$ cat src/rtl/pic_pkg.sv
// pic_pkg: definitions shared by the interrupt priority unit and its control logic.
//   - OCW2 command encodings, ordered {R, SL, EOI}
//   - priority-resolution FSM state type
//   - SPURIOUS_LEVEL: the vector level reported when no request survives to first_ACK
//   - prio_rank(): converts a level into its rank under the current rotation (0 = highest)
package pic_pkg;

  localparam logic [2:0] OCW2_ROT_AEOI_CLR = 3'b000;
  localparam logic [2:0] OCW2_NS_EOI       = 3'b001;
  localparam logic [2:0] OCW2_NOP          = 3'b010;
  localparam logic [2:0] OCW2_S_EOI        = 3'b011;
  localparam logic [2:0] OCW2_ROT_AEOI_SET = 3'b100;
  localparam logic [2:0] OCW2_ROT_NS_EOI   = 3'b101;
  localparam logic [2:0] OCW2_SET_PRIO     = 3'b110;
  localparam logic [2:0] OCW2_ROT_S_EOI    = 3'b111;

  localparam logic [2:0] SPURIOUS_LEVEL = 3'd7;

  typedef enum logic {
    IDLE  = 1'b0,
    WAIT2 = 1'b1
  } pic_state_e;

  // Level (lowest_prio+1) mod 8 ranks 0; ranks increase wrapping upward.
  function automatic logic [2:0] prio_rank(input logic [2:0] level,
                                           input logic [2:0] lowest_prio);
    return level - lowest_prio - 3'd1;
  endfunction

endpackage

$ cat src/rtl/interrupt_priority_unit_if.sv
// interrupt_priority_unit_if: groups the request, mask, acknowledge, OCW2 and
// readback signals of the interrupt priority unit.
//   master : the surrounding PIC logic / environment (drives requests, ACKs, OCW2)
//   slave  : the interrupt priority unit itself (drives INT, INT_VEC, IRR, ISR)
interface interrupt_priority_unit_if;

  logic [7:0] IR;
  logic       LTIM;
  logic [7:0] IM;
  logic       AEOI;
  logic       first_ACK;
  logic       second_ACK;
  logic       ocw2_valid;
  logic [2:0] ocw2_cmd;
  logic [2:0] ocw2_level;
  logic       INT;
  logic [2:0] INT_VEC;
  logic [7:0] IRR;
  logic [7:0] ISR;

  modport master (
    output IR, LTIM, IM, AEOI, first_ACK, second_ACK,
           ocw2_valid, ocw2_cmd, ocw2_level,
    input  INT, INT_VEC, IRR, ISR
  );

  modport slave (
    input  IR, LTIM, IM, AEOI, first_ACK, second_ACK,
           ocw2_valid, ocw2_cmd, ocw2_level,
    output INT, INT_VEC, IRR, ISR
  );

endinterface

$ cat src/rtl/pic_prio_encoder.sv
// pic_prio_encoder: combinational rotating find-first over 8 request bits.
//   req         in  8  request bits
//   lowest_prio in  3  lowest-priority level; search starts at lowest_prio+1
//   valid       out 1  at least one bit of req is set
//   level       out 3  highest-priority set bit (0 when valid=0)
module pic_prio_encoder (
  input  logic [7:0] req,
  input  logic [2:0] lowest_prio,
  output logic       valid,
  output logic [2:0] level
);

  logic [2:0] idx;

  always_comb begin
    valid = 1'b0;
    level = '0;
    idx   = '0;
    for (int unsigned i = 0; i < 8; i++) begin
      idx = lowest_prio + 3'd1 + 3'(i);
      if (!valid && req[idx]) begin
        valid = 1'b1;
        level = idx;
      end
    end
  end

endmodule

$ cat src/rtl/interrupt_priority_unit.sv
// interrupt_priority_unit: latches IR0..IR7 into the IRR, applies the IM mask,
// resolves priority against the ISR (fully nested, optionally rotating) and
// raises INT towards the CPU. Tracks the two-pulse INTA handshake and applies
// OCW2 EOI / rotation commands.
//   clk, rst_n : clock and asynchronous active-low reset
//   bus        : interrupt_priority_unit_if.slave
//                IR/LTIM/IM/AEOI, first_ACK/second_ACK, ocw2_valid/cmd/level in;
//                INT, INT_VEC, IRR, ISR out (all registered)
// Build option: define ROTATION_EN for programmable lowest priority, rotating
// EOI commands and rotate-on-AEOI. Without it priority is fixed (IR0 highest).
module interrupt_priority_unit
  import pic_pkg::*;
(
  input  logic                     clk,
  input  logic                     rst_n,
  interrupt_priority_unit_if.slave bus
);

  logic [7:0] ir_q;
  logic [7:0] irr_q;
  logic [7:0] isr_q;
  logic [2:0] vec_q;
  logic       int_q;
  logic       spur_q;
  pic_state_e state;

  logic [2:0] lowest_prio;

`ifdef ROTATION_EN
  logic [2:0] lowest_q;
  logic       rot_aeoi_q;
  logic       prio_load;
  logic [2:0] prio_val;
  logic       rot_set;
  logic       rot_clr;

  assign lowest_prio = lowest_q;
`else
  assign lowest_prio = 3'd7;
`endif

  // Priority resolution
  logic [7:0] req_masked;
  logic       irr_valid;
  logic [2:0] irr_level;
  logic       isr_valid;
  logic [2:0] isr_level;
  logic       cand_valid;

  assign req_masked = irr_q & ~bus.IM;

  pic_prio_encoder u_irr_enc (
    .req         (req_masked),
    .lowest_prio (lowest_prio),
    .valid       (irr_valid),
    .level       (irr_level)
  );

  pic_prio_encoder u_isr_enc (
    .req         (isr_q),
    .lowest_prio (lowest_prio),
    .valid       (isr_valid),
    .level       (isr_level)
  );

  // Only the top pending request needs to beat the top in-service level;
  // masked ISR bits are not filtered, so they keep blocking lower levels.
  assign cand_valid = irr_valid &&
                      (!isr_valid ||
                       (prio_rank(irr_level, lowest_prio) <
                        prio_rank(isr_level, lowest_prio)));

  // Handshake, EOI and IRR next-state terms
  logic       ack_take;
  logic       ack2_take;
  logic [7:0] ack_set;
  logic [7:0] eoi_clr;
  logic [7:0] irr_next;

  assign ack_take  = (state == IDLE)  && bus.first_ACK;
  assign ack2_take = (state == WAIT2) && bus.second_ACK;

  always_comb begin
    ack_set = '0;
    if (ack_take && cand_valid)
      ack_set = 8'(1) << irr_level;
  end

  always_comb begin
    if (bus.LTIM) begin
      irr_next = bus.IR;
    end else begin
      // Set on a rising edge, dropped as soon as the line falls.
      irr_next = (irr_q | (bus.IR & ~ir_q)) & bus.IR;
    end
    irr_next = irr_next & ~ack_set;
  end

  always_comb begin
    eoi_clr = '0;
`ifdef ROTATION_EN
    prio_load = 1'b0;
    prio_val  = lowest_q;
    rot_set   = 1'b0;
    rot_clr   = 1'b0;
    if (ack2_take && bus.AEOI && rot_aeoi_q) begin
      prio_load = 1'b1;
      prio_val  = vec_q;
    end
`endif
    if (ack2_take && bus.AEOI && !spur_q)
      eoi_clr[vec_q] = 1'b1;

    // OCW2 is evaluated after the AEOI terms so a same-cycle priority write
    // from software takes precedence over rotate-on-AEOI.
    if (bus.ocw2_valid) begin
      case (bus.ocw2_cmd)
        OCW2_NS_EOI: begin
          if (isr_valid) eoi_clr[isr_level] = 1'b1;
        end
        OCW2_S_EOI: begin
          eoi_clr[bus.ocw2_level] = 1'b1;
        end
`ifdef ROTATION_EN
        OCW2_ROT_NS_EOI: begin
          if (isr_valid) begin
            eoi_clr[isr_level] = 1'b1;
            prio_load          = 1'b1;
            prio_val           = isr_level;
          end
        end
        OCW2_ROT_S_EOI: begin
          eoi_clr[bus.ocw2_level] = 1'b1;
          prio_load               = 1'b1;
          prio_val                = bus.ocw2_level;
        end
        OCW2_SET_PRIO: begin
          prio_load = 1'b1;
          prio_val  = bus.ocw2_level;
        end
        OCW2_ROT_AEOI_SET: rot_set = 1'b1;
        OCW2_ROT_AEOI_CLR: rot_clr = 1'b1;
`else
        OCW2_ROT_NS_EOI: begin
          if (isr_valid) eoi_clr[isr_level] = 1'b1;
        end
        OCW2_ROT_S_EOI: begin
          eoi_clr[bus.ocw2_level] = 1'b1;
        end
`endif
        default: ;
      endcase
    end
  end

  // State, readback registers and INTA handshake FSM
  always_ff @(posedge clk or negedge rst_n) begin
    if (!rst_n) begin
      ir_q   <= '0;
      irr_q  <= '0;
      isr_q  <= '0;
      vec_q  <= SPURIOUS_LEVEL;
      int_q  <= 1'b0;
      spur_q <= 1'b0;
      state  <= IDLE;
    end else begin
      ir_q  <= bus.IR;
      irr_q <= irr_next;
      isr_q <= (isr_q & ~eoi_clr) | ack_set;
      // Held low through WAIT2 and on the acknowledging edge itself.
      int_q <= (state == IDLE) && !bus.first_ACK && cand_valid;

      case (state)
        IDLE: begin
          if (bus.first_ACK) begin
            vec_q  <= cand_valid ? irr_level : SPURIOUS_LEVEL;
            spur_q <= !cand_valid;
            state  <= WAIT2;
          end
        end
        WAIT2: begin
          if (bus.second_ACK)
            state <= IDLE;
        end
        default: state <= IDLE;
      endcase
    end
  end

`ifdef ROTATION_EN
  always_ff @(posedge clk or negedge rst_n) begin
    if (!rst_n) begin
      lowest_q   <= 3'd7;
      rot_aeoi_q <= 1'b0;
    end else begin
      if (prio_load) lowest_q <= prio_val;
      if (rot_set)
        rot_aeoi_q <= 1'b1;
      else if (rot_clr)
        rot_aeoi_q <= 1'b0;
    end
  end
`endif

  assign bus.INT     = int_q;
  assign bus.INT_VEC = vec_q;
  assign bus.IRR     = irr_q;
  assign bus.ISR     = isr_q;

endmodule

$ cat src/flat_wrapper.sv
// flat-port wrapper written by rule: the top's interface ports become plain ports
module interrupt_priority_unit_flat import pic_pkg::*;
  (clk, rst_n, bus_IR, bus_LTIM, bus_IM, bus_AEOI, bus_first_ACK, bus_second_ACK, bus_ocw2_valid, bus_ocw2_cmd, bus_ocw2_level, bus_INT, bus_INT_VEC, bus_IRR, bus_ISR);
  interrupt_priority_unit_if bus_i ();
  input  logic clk;
  input  logic rst_n;
  input wire logic [$bits(bus_i.IR)-1:0] bus_IR;
  input wire logic [$bits(bus_i.LTIM)-1:0] bus_LTIM;
  input wire logic [$bits(bus_i.IM)-1:0] bus_IM;
  input wire logic [$bits(bus_i.AEOI)-1:0] bus_AEOI;
  input wire logic [$bits(bus_i.first_ACK)-1:0] bus_first_ACK;
  input wire logic [$bits(bus_i.second_ACK)-1:0] bus_second_ACK;
  input wire logic [$bits(bus_i.ocw2_valid)-1:0] bus_ocw2_valid;
  input wire logic [$bits(bus_i.ocw2_cmd)-1:0] bus_ocw2_cmd;
  input wire logic [$bits(bus_i.ocw2_level)-1:0] bus_ocw2_level;
  output wire logic [$bits(bus_i.INT)-1:0] bus_INT;
  output wire logic [$bits(bus_i.INT_VEC)-1:0] bus_INT_VEC;
  output wire logic [$bits(bus_i.IRR)-1:0] bus_IRR;
  output wire logic [$bits(bus_i.ISR)-1:0] bus_ISR;
  assign bus_i.IR = bus_IR;
  assign bus_i.LTIM = bus_LTIM;
  assign bus_i.IM = bus_IM;
  assign bus_i.AEOI = bus_AEOI;
  assign bus_i.first_ACK = bus_first_ACK;
  assign bus_i.second_ACK = bus_second_ACK;
  assign bus_i.ocw2_valid = bus_ocw2_valid;
  assign bus_i.ocw2_cmd = bus_ocw2_cmd;
  assign bus_i.ocw2_level = bus_ocw2_level;
  assign bus_INT = bus_i.INT;
  assign bus_INT_VEC = bus_i.INT_VEC;
  assign bus_IRR = bus_i.IRR;
  assign bus_ISR = bus_i.ISR;
  interrupt_priority_unit u_core (.clk(clk), .rst_n(rst_n), .bus(bus_i));
endmodule
$ cat config.mk
export PLATFORM = sky130hd
export DESIGN_NAME = interrupt_priority_unit_flat
export DESIGN_NICKNAME = d
export VERILOG_FILES = /design/src/rtl/pic_pkg.sv /design/src/rtl/interrupt_priority_unit_if.sv /design/src/rtl/pic_prio_encoder.sv /design/src/rtl/interrupt_priority_unit.sv /design/src/flat_wrapper.sv
export SDC_FILE = /design/constraint.sdc
export NUM_CORES = 1
export LEC_CHECK = 0
export CAP_MARGIN = 10
export CORE_MARGIN = 4
export CORE_UTILIZATION = 25
export DETAILED_ROUTE_END_ITERATION = 8
export GPL_TIMING_DRIVEN = 0
export PLACE_DENSITY = 0.48
export SYNTH_ARGS = -nofsm -noshare
export SYNTH_HDL_FRONTEND = slang
export SYNTH_SLANG_ARGS = --single-unit
$ cat constraint.sdc
create_clock -name clk -period 3.6 [get_ports clk]
set_clock_uncertainty 0.15 [all_clocks]
set_input_delay 1.08 -clock clk [delete_from_list [all_inputs] [get_ports clk]]
set_output_delay 1.08 -clock clk [all_outputs]
set_load 0.02 [all_outputs]
Word-level counts from Yosys, hierarchy flattened
Cells that the tools add are included.
{"block": "word_totals", "regBits": 30, "wordCells": 130, "out_inout_bits": 20, "inputBits": 29}
{"block": "op_classes", "add_sub_neg": 4, "n_bitwise": 14, "n_shift": 1, "muxes": 46, "magnitude_cmp": 7, "reduce_logical": 47, "eq_ne": 4}
{"operator": "AND 8 bit", "n": 5}
{"operator": "two-way mux 8 bit", "n": 5}
{"operator": "two-way mux 3 bit", "n": 13}
{"operator": "inverter 8 bit", "n": 4}
{"operator": "OR 8 bit", "n": 4}
{"operator": "logical AND 1 bit", "n": 25}
{"operator": "two-way mux 1 bit", "n": 23}
{"operator": "zero test 1 bit", "n": 18}
{"operator": "case mux 8 bit (2 select lines)", "n": 1}
{"operator": "< comparator 3 x 4 -> 1 bit, second input constant", "n": 3}
{"operator": "demux 1 bit (select 3 bit)", "n": 3}
{"operator": ">= comparator 3 x 1 -> 1 bit, second input constant", "n": 3}
{"operator": "<< shifter 1 x 3 -> 8 bit, first input constant", "n": 1}
{"operator": "equality test 3 bit, second input constant", "n": 2}
{"operator": "subtractor 3 x 1 -> 3 bit, second input constant", "n": 2}
{"operator": "subtractor 3 bit, second input constant", "n": 2}
{"operator": "OR reduction 2 bit", "n": 2}
{"operator": "equality test 3 x 1 -> 1 bit, second input constant", "n": 1}
{"operator": "equality test 3 x 2 -> 1 bit, second input constant", "n": 1}
{"operator": "< comparator 3 bit", "n": 1}
{"operator": "case mux 1 bit (2 select lines)", "n": 1}
{"operator": "AND reduction 2 bit", "n": 1}
{"operator": "logical OR 1 bit", "n": 1}
{"operator": "inverter 1 bit", "n": 1}

Depth between registers and ports, before layout
{"block": "depth", "ltp_word": 33, "ltp_mapped": 11, "mapped_depth_nobuf": 9}

By module
From an unflattened synthesis, not the netlist that was laid out.
{"block": "hier_totals", "hier_cells": 352, "area_unflattened_um2": 3264.4}
{"module": "pic_prio_encoder", "n_inst": 2, "area_per_inst_um2": 889.6, "seq_area_each_um2": 0.0, "cells_per_inst": 100}
{"module": "interrupt_priority_unit", "n_inst": 1, "area_per_inst_um2": 1485.2, "seq_area_each_um2": 754.5, "cells_per_inst": 152}

Least setup slack after synthesis
No wires, ideal clock.
{"block": "synth_timing", "kind": "input port to flip-flop", "from": "input port bus_IM[5]", "to": "register u_core.irr_q[2] (netlist: u_core.bus.IRR[2])", "required_ns": 3.311, "path_stages": 11, "setup_slack_ns": 0.613, "arrival_ns": 2.698, "cell_sequence": "nand2b_1 nand2_1 nor3_1 nor2_1 ha_1 and2_0 a32oi_1 o21a_1 buf_6 buf_8 a31oi_2"}
{"block": "synth_between", "elab_chain_cells": 19, "word_cells_on_any_way": 23, "cone_classes": "add/sub (2); order compare (1); shift (1); mux (7); bitwise (4); reduce/logical (8)"}
{"element": "start, declared", "line": "flat_wrapper.sv:9", "text": "input wire logic [$bits(bus_i.IM)-1:0] bus_IM;"}
{"element": "inverter 8 bit *", "line": "interrupt_priority_unit.sv:50", "text": "assign req_masked = irr_q & ~bus.IM;"}
{"element": "AND 8 bit *", "line": "interrupt_priority_unit.sv:50"}
{"element": "logical AND 1 bit *", "line": "pic_prio_encoder.sv:21", "text": "if (!valid && req[idx]) begin"}
{"element": "two-way mux 1 bit", "line": "pic_prio_encoder.sv:21"}
{"element": "zero test 1 bit", "line": "pic_prio_encoder.sv:21"}
{"element": "logical AND 1 bit", "line": "pic_prio_encoder.sv:21"}
{"element": "two-way mux 1 bit", "line": "pic_prio_encoder.sv:21"}
{"element": "zero test 1 bit", "line": "pic_prio_encoder.sv:21"}
{"element": "[... 4 more ...]"}
{"element": "< comparator 3 bit", "line": "interrupt_priority_unit.sv:70", "text": "(prio_rank(irr_level, lowest_prio) <"}
{"element": "logical OR 1 bit", "line": "interrupt_priority_unit.sv:69", "text": "(!isr_valid ||"}
{"element": "logical AND 1 bit", "line": "interrupt_priority_unit.sv:68", "text": "assign cand_valid = irr_valid &&"}
{"element": "logical AND 1 bit", "line": "interrupt_priority_unit.sv:85", "text": "if (ack_take && cand_valid)"}
{"element": "two-way mux 8 bit *", "line": "interrupt_priority_unit.sv:85"}
{"element": "inverter 8 bit *", "line": "interrupt_priority_unit.sv:96", "text": "irr_next = irr_next & ~ack_set;"}
{"element": "AND 8 bit *", "line": "interrupt_priority_unit.sv:96"}
{"element": "named net u_core.irr_next[2]", "line": "interrupt_priority_unit.sv:78", "text": "logic [7:0] irr_next;"}
{"element": "end signal, assigned", "line": "interrupt_priority_unit.sv:168", "text": "irr_q <= irr_next;"}
{"element": "end, declared", "line": "interrupt_priority_unit.sv:20", "text": "logic [7:0] irr_q;"}
The timed path passes the listed nets; every way through them passes the cells marked *.
A chain may end at the register's enable or synchronous reset.

Worst setup path after layout
{"block": "layout_timing", "from": "input port bus_IM[5]", "to": "register u_core.spur_q"}
{"block": "layout_between", "elab_chain_cells": 16, "word_cells_on_any_way": 19, "cone_classes": "add/sub (2); order compare (1); mux (6); bitwise (2); reduce/logical (8)"}
{"element": "inverter 8 bit *", "line": "interrupt_priority_unit.sv:50"}
{"element": "AND 8 bit *", "line": "interrupt_priority_unit.sv:50"}
{"element": "logical AND 1 bit *", "line": "pic_prio_encoder.sv:21"}
{"element": "two-way mux 1 bit", "line": "pic_prio_encoder.sv:21"}
{"element": "zero test 1 bit", "line": "pic_prio_encoder.sv:21"}
{"element": "logical AND 1 bit", "line": "pic_prio_encoder.sv:21"}
{"element": "two-way mux 1 bit", "line": "pic_prio_encoder.sv:21"}
{"element": "zero test 1 bit", "line": "pic_prio_encoder.sv:21"}
{"element": "logical AND 1 bit", "line": "pic_prio_encoder.sv:21"}
{"element": "two-way mux 3 bit", "line": "pic_prio_encoder.sv:21"}
{"element": "subtractor 3 bit", "line": "pic_pkg.sv:27", "text": "return level - lowest_prio - 3'd1;"}
{"element": "subtractor 3 x 1 -> 3 bit", "line": "pic_pkg.sv:27"}
{"element": "< comparator 3 bit", "line": "interrupt_priority_unit.sv:70"}
{"element": "logical OR 1 bit", "line": "interrupt_priority_unit.sv:69"}
{"element": "logical AND 1 bit *", "line": "interrupt_priority_unit.sv:68"}
{"element": "zero test 1 bit *", "line": "interrupt_priority_unit.sv:177", "text": "spur_q <= !cand_valid;"}
{"element": "end signal, assigned", "line": "interrupt_priority_unit.sv:177"}
{"element": "end, declared", "line": "interrupt_priority_unit.sv:24", "text": "logic spur_q;"}
Mark *: on every way between the ends. The rest lies on a longest branch, timed or not.

==> results.md <==
- Worst-margin pin slew: 0.706 ns
- Vias per cell: 4.79
- Max-Slew Margin vs Limit: 52.9%
- Comb pwr share: 54.7%
- Largest net degree at the start of global routing: 31
- Inserted Diodes: 0
- Fin crit share: 93.4%
- Gpl congestion: 0.889
- Power, Total: 1.85 mW
- Clk sinks: 30
- Maximum root-to-sink buffer count: 2
- Syn Inst Count: 185
- Number of setup buffers added after CTS: 0
- Iter 0 DRT Violations: 106
- Layout Cells excl Fill: 334
- Status: finished clean
- Max-cap violations: 0
- Pins Over Slew Limit: 0
- Placed Cells: 326
- Syn. warnings: 0
- First-pass GRT wire length: 8.34 mm
- Grt ovf: 0
- CP endpoint kind: flip-flop
- Critical-path cell list: clkdlybuf4s50_1 -> nand2b_1 -> nand2_2 -> nor3_1 -> nor2_1 -> ha_1 -> and2_0 -> a32oi_1 -> o21a_1 -> buf_6 -> buf_8 -> a31oi_1
- Data required time at the worst endpoint: 3.59 ns
- Fin area: 2410 µm²
- Hold Path Class: reg2reg
- Total track usage: 12.5%
- Initial antenna violation count: 0
- Clock transition at the registers of the reported paths: 0.07 ns
- Util after Layout: 35.5%
- Flops & latches, synth: 30
- Synth Net Count: 215
- Final worst slack: 0.239 ns
- CP startpoint kind: input port
- Sequential fraction of design power: 30.1%
- PwrDens: 765 nW/µm²
- Hold_ws: 0.334 ns
- GRT busiest layer: met2
- Number of flops mapped to enable cells by yosys: 0
- Fraction of layout cells with a size suffix above 1: 14.7%
- Dpl ws: -0.114 ns
- Nets: 267
- Final setup vio count: 0
- CP max-delay cell: clkdlybuf4s50_1
- Async SR Flop Fraction: 100%
- Min Tclk post-route: 3.36 ns
- Seq/Total Area, Yosys: 43.1%
- PortBufs: 45
- Crit path DAT: 3.35 ns
- CTS tree: done
- CTS H-tree depth: 2
- Met2 GRT Util: 19.7%
- Rows: 30
- Via count: 1,599
- Most numerous cell in the Yosys netlist: dfrtp_1
- Critical path class: in2reg
- Top post-synthesis cells by count: dfrtp_1, nand2_1, nor2_1, inv_1, a31oi_1
- Vias in the first global route: 1,624
- Die area: 8400 µm²
- IO Pins: 49
- Sw frac: 43.2%
- Top cells by area, synth: dfrtp_1, nand2_1, nor2_1
- VDD IR-drop max: 0.403 mV
- Final ANT Viol Nets: 0
- RSZ-0062 raised after global routing: no
- TritonCTS buffer count: 5
- Syn_area_per_cell: 9.46 µm²
- Initial core utilization: 25.7%
- Yosys cell types: 53
- Worst Path Buf+Inv: 3
- DP Area: 2310 µm²
- Worst-path fanout max: 10
- HPWL after DPL: 3.80 mm
- DRC Markers: 0
- Internal: 1.05 mW
- Cell Area, Synth: 1750 µm²
- Final wirelength: 4.94 mm
- Clock network power share: 15.2%
- Met1 Use GR: 16.8%
- Root Driver: clkbuf_8
- Area Growth Syn to Fin: 37.9%
- Die Y: 91.6 µm
- Pleak: 0.962 nW
- Placeable Area: 6790 µm²
- Fmax: 0.298 GHz
- Dominant synthesized flop cell: dfrtp_1
- Synth area leader: dfrtp_1
- Clk_lat worst skew: 0.28 ns
- DR pass1 iterations: 4
- Final hold violation count: 0
- Drt wl/cell: 14.8 µm
- CP peak stage delay: 0.45 ns
- Setup tns final: 0 ns
- Delay-heaviest family, CP: buffers and inverters
- Met3 Use GR: 3.12%
- P_sw: 0.797 mW
- DIE WIDTH: 91.6 µm
- Share of the synthesized area in the top cell type: 38.6%
layer usage:
metal / vias to the layer above / share of wire, %
met5: - / 0
met4: 0 / 1.1
met3: 7 / 5.3
met2: 51 / 47
met1: 757 / 47
li1: 784 / -
final timing paths:
check                                            start  slack (ns)                     endpoint  depth (start not counted)
setup reg to reg           u_core.bus.ISR[0]$_DFF_PN0_        1.10    u_core.spur_q$_DFFE_PN0P_                          9
setup / recovery                             bus_IM[5]        0.24    u_core.spur_q$_DFFE_PN0P_                         12
min in group asynchronous                        rst_n        0.70     u_core.ir_q[0]$_DFF_PN0_                          1
hold / removal                u_core.ir_q[6]$_DFF_PN0_        0.33  u_core.bus.IRR[6]$_DFF_PN0_                          3
hold reg to reg               u_core.ir_q[6]$_DFF_PN0_        0.33  u_core.bus.IRR[6]$_DFF_PN0_                          3
max in group asynchronous                        rst_n        2.15  u_core.bus.ISR[3]$_DFF_PN0_                          1
tightest hold or removal path, stage by stage (launching register included):
cell and delay [ns]:
dfrtp_1 0.32, nand2_1 0.04, nand2_1 0.05, a21oi_1 0.03
what timing repair did:
| action | 4_1_cts | 5_1_grt |
|---|---|---|
| hold buffers | 0 | 0 |
| gates resized for setup | 0 | 1 |
| setup endpoints to repair | 0 | 7 |
flip-flops by register name (all words and copies together), names as in the netlist:
signal,count
u_core.state,1
u_core.bus.IRR,8
u_core.bus.ISR,8
u_core.bus.INT,1
u_core.bus.INT_VEC,3
u_core.ir_q,8
u_core.spur_q,1
cells in the final DEF (no fill, tap or decap), types with 2 or more instances in the layout:
cell	n
dfrtp_1	27
o31a_1	2
a31o_2	4
nand4b_1	3
nand2b_2	4
inv_1	9
dfstp_2	3
clkbuf_8	6
nand2_1	24
nor4_4	2
clkbuf_1	5
nor2_1	23
nor3_1	4
o211ai_1	2
a31oi_1	8
a31oi_2	5
clkdlybuf4s50_1	44
o221ai_1	2
nand2b_1	5
o21ai_0	5
a21oi_1	6
o31ai_1	4
nor2b_1	5
final cells by class:
class	instances	area, µm²
Tap cell	96	120
Fill cell	716	4380
Timing Repair Buffer	45	445
Clock buffer	6	82.6
Multi-Input combinational cell	139	918
Inverter	9	33.8
Clock inverter	2	12.5
Buffer	7	45.0
Sequential cell	30	754
power by group through the flow:
stage | Sequential, mW | Combinational [mW] | Clock, mW
after floorplan | 0.605 | 0.616 | 0
after global placement | 0.563 | 1.02 | 0
after detailed placement | 0.561 | 1.01 | 0
after CTS | 0.556 | 1.02 | 0.290
after global routing | 0.573 | 1.10 | 0.305
final | 0.555 | 1.01 | 0.282
cell families after synthesis:
kind of cell	Yosys count	share of synthesized area (%)
adder cells (fa/ha/maj)	1	0.715
buffers and inverters	16	4.51
AND/OR/NAND/NOR	85	27.9
flip-flops	30	43.1
AO/OA/AOI/OAI	53	23.7
(Power assumes the default switching activity.)
